File: src/rtl/number_packer.sv
// number_packer: collects COUNT numbers of WIDTH bits, one per in_valid/in_ready
// handshake, into one packed bus (slot k at [WIDTH*k +: WIDTH]).
// The bus holds the completed frame until the consumer takes it with out_ready.
// Optional feature macro: NUMBER_PACKER_FLUSH_EN adds a flush input that
// zero-pads a partial frame and presents it early.
module number_packer #(
  parameter int WIDTH = 20,
  parameter int COUNT = 10
) (
  input  logic                         clk,
  input  logic                         reset,
  input  logic                         in_valid,
  output logic                         in_ready,
  input  logic [WIDTH-1:0]             in_number,
  output logic                         out_valid,
  input  logic                         out_ready,
`ifdef NUMBER_PACKER_FLUSH_EN
  input  logic                         flush,
`endif
  output logic [WIDTH*COUNT-1:0]       number,
  output logic [$clog2(COUNT+1)-1:0]   count
);

  localparam int CW = $clog2(COUNT+1);

  typedef enum logic {FILL = 1'b0, FULL = 1'b1} state_t;

  state_t                 state, state_nxt;
  logic [CW-1:0]          count_nxt;
  logic [WIDTH*COUNT-1:0] number_nxt;
  logic                   accept;

  // in_ready is a registered copy of "in FILL", so it only rises on the first
  // edge after reset is released; every accept therefore implies FILL.
  assign accept = in_ready & in_valid;

  // Next-state, slot write and frame-completion decisions.
  always_comb begin
    state_nxt  = state;
    count_nxt  = count;
    number_nxt = number;
    unique case (state)
      FILL: begin
        if (accept) begin
          for (int k = 0; k < COUNT; k++) begin
            if (CW'(k) == count) number_nxt[k*WIDTH +: WIDTH] = in_number;
          end
          count_nxt = count + CW'(1);
          if (count == CW'(COUNT-1)) state_nxt = FULL;
        end
`ifdef NUMBER_PACKER_FLUSH_EN
        // Flush pads from the slot after any same-cycle accept; if that
        // accept already completed the frame there is nothing left to pad.
        if (in_ready && flush && (count != '0 || accept) && state_nxt == FILL) begin
          for (int k = 0; k < COUNT; k++) begin
            if (CW'(k) >= count_nxt) number_nxt[k*WIDTH +: WIDTH] = '0;
          end
          count_nxt = CW'(COUNT);
          state_nxt = FULL;
        end
`endif
      end
      FULL: begin
        // Bus is not cleared on handoff; the next frame overwrites stale slots.
        if (out_ready) begin
          state_nxt = FILL;
          count_nxt = '0;
        end
      end
      default: state_nxt = FILL;
    endcase
  end

  // State, frame storage and registered handshake outputs.
  always_ff @(posedge clk) begin
    if (reset) begin
      state     <= FILL;
      count     <= '0;
      number    <= '0;
      in_ready  <= 1'b0;
      out_valid <= 1'b0;
    end else begin
      state     <= state_nxt;
      count     <= count_nxt;
      number    <= number_nxt;
      in_ready  <= (state_nxt == FILL);
      out_valid <= (state_nxt == FULL);
    end
  end

endmodule
File: config.mk
export PLATFORM = sky130hd
export DESIGN_NAME = number_packer
export DESIGN_NICKNAME = d
export VERILOG_FILES = /design/src/rtl/number_packer.sv
export SDC_FILE = /design/constraint.sdc
export NUM_CORES = 1
export LEC_CHECK = 0
export CELL_PAD_IN_SITES_DETAIL_PLACEMENT = 1
export CELL_PAD_IN_SITES_GLOBAL_PLACEMENT = 1
export CORE_MARGIN = 8
export CORE_UTILIZATION = 44
export DETAILED_ROUTE_END_ITERATION = 8
export DONT_BUFFER_PORTS = 1
export HOLD_SLACK_MARGIN = 0.15
export MAX_ROUTING_LAYER = met4
export PLACE_DENSITY = 0.77
export SYNTH_ARGS = -nofsm -noshare
export SYNTH_HDL_FRONTEND = slang
export SYNTH_SLANG_ARGS = --single-unit
File: constraint.sdc
create_clock -name clk -period 1.7 [get_ports clk]
set_clock_uncertainty 0.2 [all_clocks]
set_input_delay 0.085 -clock clk [delete_from_list [all_inputs] [get_ports clk]]
set_output_delay 0.085 -clock clk [all_outputs]
set_load 0.02 [all_outputs]
==> flow_metrics.py, run 1 <==
metrics = {
    "run_status": {
        "status": "did not finish",
        "failing_step": "4_1_cts",
        "tool.error": "[ERROR RSZ-0060] Max buffer count reached.",
    },
    "clock_tree": {
        "clk_path_buf_depth": 3,
        "cts_hold_buf": 195,
        "cts.sinks": 206,
        "h-tree-depth": 1,
        "cts_resized": 2,
        "postCtsSetupBuffers": 0,
        "cts_root_buf": "clkbuf_16",
        "numCtsBuffers": 22,
    },
    "floorplan": {
        "die_h_microns": 152,
        "row_count": 50,
        "dieWidth_microns": 152,
        "start_util": 0.443,
        "ioPinCount": 230,
    },
    "placed_design": {
        "dp_hpwl_mm": 16.4,
        "finalWeightedCongestion": 0.792,
        "io_buffer_count": 0,
        "place_ws_ns": -0.00730,
    },
    "synthesis": {
        "avgSynthCellArea_sq_um": 11.1,
        "synth-edff-count": 0,
        "ys_seq_elements": 206,
        "yosysSeqAreaShare": 0.504,
        "async_flop_share": 0,
        "netlist_area_sq_um": 8180,
        "synth_ff_type": "dfxtp_1",
        "netlist_instances": 735,
        "synth.net_count": 763,
        "ys_types": 26,
        "yosysWarnings": 0,
    },
}
[cells by family after synthesis]
kind of cell | synth area share
AOI/OAI and AO/OA | 0.00306
xor gates and xnor gates | 0.00107
adders and majority gates | 0.00612
buffers and inverters | 0.0473
DFF | 0.504
muxes | 0.245
and+or+nand+nor | 0.194
[stage by stage]
stage,std cells,area (sq um),utilization
after global placement,930,8440,0.457
after floorplan,735,8180,-
after detailed placement,930,8440,0.457
[Yosys cell counts (2+ instances only)]
library cell	instances	area (sq um)
buf_2	9	45.0
nand2_1	3	11.3
and3b_1	2	17.5
clkbuf_1	40	150
dfxtp_1	206	4120
nand3_2	5	50.1
a21oi_1	4	20.0
ha_1	4	50.1
nand2b_1	222	1390
nand3_1	7	35.0
buf_6	13	146
inv_1	2	7.51
and3_1	2	12.5
buf_4	5	37.5
mux2i_1	200	2000
==> inputs of run 2 (changes only) <==
CELL_PAD_IN_SITES_DETAIL_PLACEMENT = unset   (was 1)
CELL_PAD_IN_SITES_GLOBAL_PLACEMENT = unset   (was 1)
CORE_UTILIZATION = 40   (was 44)
HOLD_SLACK_MARGIN = unset   (was 0.15)
MAX_ROUTING_LAYER = unset   (was met4)
PLACE_DENSITY = unset   (was 0.77)
PLACE_DENSITY_LB_ADDON = 0.15   (was unset)
clock period = 2.2 ns   (was 1.7 ns; I/O delays follow)
==> flow_metrics.py, run 2 <==
metrics = {
    "setup_path": {
        "cpMaxStageDelayCell": "dlygate4sd3_1",
        "r2r_start": "count[1]",
        "critPathMaxStageDelay_ns": 0.56,
        "critPathTopFamily": "buffers and inverters",
        "critPathMaxFanout": 22,
        "cp_cell_sequence": "inv_1 -> ha_1 -> nand3_1 -> buf_12 -> a21oi_1 -> dlygate4sd3_1",
        "crit_arrival_ns": 2.28,
        "required_ns": 2.38,
        "crit_start": "count[1]",
        "cp-end-kind": "flip-flop",
        "cp-start-kind": "flip-flop",
        "critPathKind": "flip-flop to flip-flop",
        "worst_r2r_endpoint": "state",
        "rr_worst_depth": 6,
        "path_buf_inv": 3,
        "rrSetupSlack_ns": 0.10,
    },
    "placed_design": {
        "place_ws_ns": 0.333,
        "dp_hpwl_mm": 15.7,
        "io_buffer_count": 0,
        "finalWeightedCongestion": 0.784,
        "place_inst": 957,
    },
    "timing": {
        "relSlewSlack": 0.517,
        "layout_setup_ws_ns": 0.100,
        "fin_crit_sh": 0.954,
        "fmax_ghz": 0.476,
        "setup_tns_ns": 0,
        "worst_pin_slew_ns": 0.724,
        "setup_viol": 0,
        "fin_crit_ns": 2.10,
        "hold_violations": 1,
        "rsz0062_at_grt": "no",
        "holdWs_ns": -0.000499,
        "slew_viol_final": 0,
    },
    "grt": {
        "grt_max_degree": 163,
        "grt-ovfl-total": 0,
        "grt_usage": 0.179,
        "grt_pass1_wl_mm": 35.6,
        "grt_pass1_vias": 5589,
        "antenna_found_initial": 0,
    },
    "power": {
        "power_mw": 7.66,
        "powerDensity_nw_per_um2": 789,
        "peakVddDrop_uv": 473,
        "leakage_nw": 4.52,
    },
    "cells_and_area": {
        "stdcell_count": 1063,
        "area_growth_pct": 18.6,
        "fillers": 1880,
        "nNetsFinal": 810,
        "layout_commonest_cell": "nand2b_1",
        "regMostFlops": "number",
        "top_regs": "number x200, count x4",
        "final_cell_mix": "nand2b_1, dfxtp_1, mux2i_1",
        "antenna_cells": 0,
        "drive_gt1_frac": 0.0832,
        "largest_reg_flops": 200,
    },
    "synthesis": {
        "ys_top_cells_by_count": "nand2b_1, dfxtp_1, mux2i_1",
        "synth.net_count": 763,
        "ys_types": 26,
        "netlist_instances": 735,
        "synth_top_area_share": 0.504,
        "synthTopCellsByArea": "dfxtp_1, mux2i_1, nand2b_1",
        "synth_ff_type": "dfxtp_1",
        "avgSynthCellArea_sq_um": 11.1,
        "synth-edff-count": 0,
        "ys_seq_elements": 206,
        "yosysSeqAreaShare": 0.504,
        "netlist_area_sq_um": 8180,
        "synth.most_common_cell": "nand2b_1",
        "yosys.area.top_type": "dfxtp_1",
        "async_flop_share": 0,
        "yosysWarnings": 0,
    },
    "clock_tree": {
        "cts_resized": 0,
        "cts_tree": "yes",
        "cts_root_buf": "clkbuf_16",
        "clk_path_buf_depth": 3,
        "clk_latency_ns": 0.50,
        "h-tree-depth": 1,
        "cts.sinks": 206,
        "cts.clk_slew.worst_paths_ns": 0.06,
        "numCtsBuffers": 22,
    },
    "floorplan": {
        "row_count": 52,
        "ioPinCount": 230,
        "die-area_sq_um": 25300,
        "die_h_microns": 159,
        "start_util": 0.406,
        "core_sq_um": 20200,
        "dieWidth_microns": 159,
    },
    "min_path": {
        "min_to": "number[182]",
        "min_path_cells": 2,
        "min_from": "in_number[2]",
        "hp-class": "input port to flip-flop",
    },
    "drt": {
        "ant_nets": 0,
        "post-route-drc-count": 0,
        "wl_per_cell_microns": 22.3,
        "first_iter_violations": 266,
        "drt-vias-per-instance": 5.00,
        "wirelength_mm": 23.7,
        "firstDrtPassIters": 4,
        "vias": 5316,
    },
    "run_status": {
        "status": "complete, but fails checks",
        "violations": "hold timing",
    },
    "job": {
        "cap_violations": 0,
    },
}
[run 2: cell counts after synthesis]
No cell type changed its count.
[run 2: final cells by class]
| class | instances | area [sq um] | area share |
|---|---|---|---|
| Multi-Input combinational cell | 460 | 3670 | 0.379 |
| Sequential cell | 206 | 4120 | 0.425 |
| Clock buffer | 33 | 673 | 0.0694 |
| Clock inverter | 2 | 10.0 | 0.00103 |
| Tap cell | 270 | 338 | 0.0348 |
| Timing Repair Buffer | 90 | 878 | 0.0905 |
| Inverter | 2 | 7.51 | 0.000773 |
[run 2: worst max-delay path by stage]
stage,endpoint,slack [ns],cells past startpoint
final,state,0.10,6
after global routing,number[58],0.003,5
after CTS,number[53],0.01,5
after detailed placement,number[71],0.33,5
after global placement,number[40],0.45,4
after floorplan,number[70],0.39,5
[run 2: cells by family after synthesis]
logic type / Yosys count / share of synthesized area
adders and majority gates: 4 / 0.00612
buffers and inverters: 69 / 0.0473
muxes: 200 / 0.245
and+or+nand+nor: 250 / 0.194
AOI/OAI and AO/OA: 5 / 0.00306
xor gates and xnor gates: 1 / 0.00107
DFF: 206 / 0.504
[run 2: stage by stage]
| stage | instance area [sq um] | utilization |
|---|---|---|
| after floorplan | 8180 | - |
| after global placement | 8310 | 0.412 |
| after detailed placement | 8310 | 0.412 |
| after CTS | 9650 | 0.479 |
| after global routing | 9710 | 0.481 |
| final | 9710 | 0.481 |
[run 2: report_power, final]
part	switching [mW]	total, mW	internal, mW
clock network	1.42	3.51	2.09
logic	0.182	0.326	0.144
registers	0.0640	3.83	3.76
[run 2: timing repair]
| action | 4_1_cts | 5_1_grt |
|---|---|---|
| hold buffers | 64 | 0 |
| endpoints found under the setup margin | 0 | 3 |
| hold endpoints to repair | 206 | 0 |
| buffers inserted | 0 | 7 |
[run 2: per-layer routing]
metal | vias to the layer above | share of wire | track usage
li1 | 2508 | - | -
met1 | 2614 | 0.39 | 0.195
met2 | 159 | 0.50 | 0.319
met3 | 35 | 0.087 | 0.0667
met4 | 0 | 0.024 | 0.0536
met5 | - | 0 | 0
(Power assumes the default switching activity.)
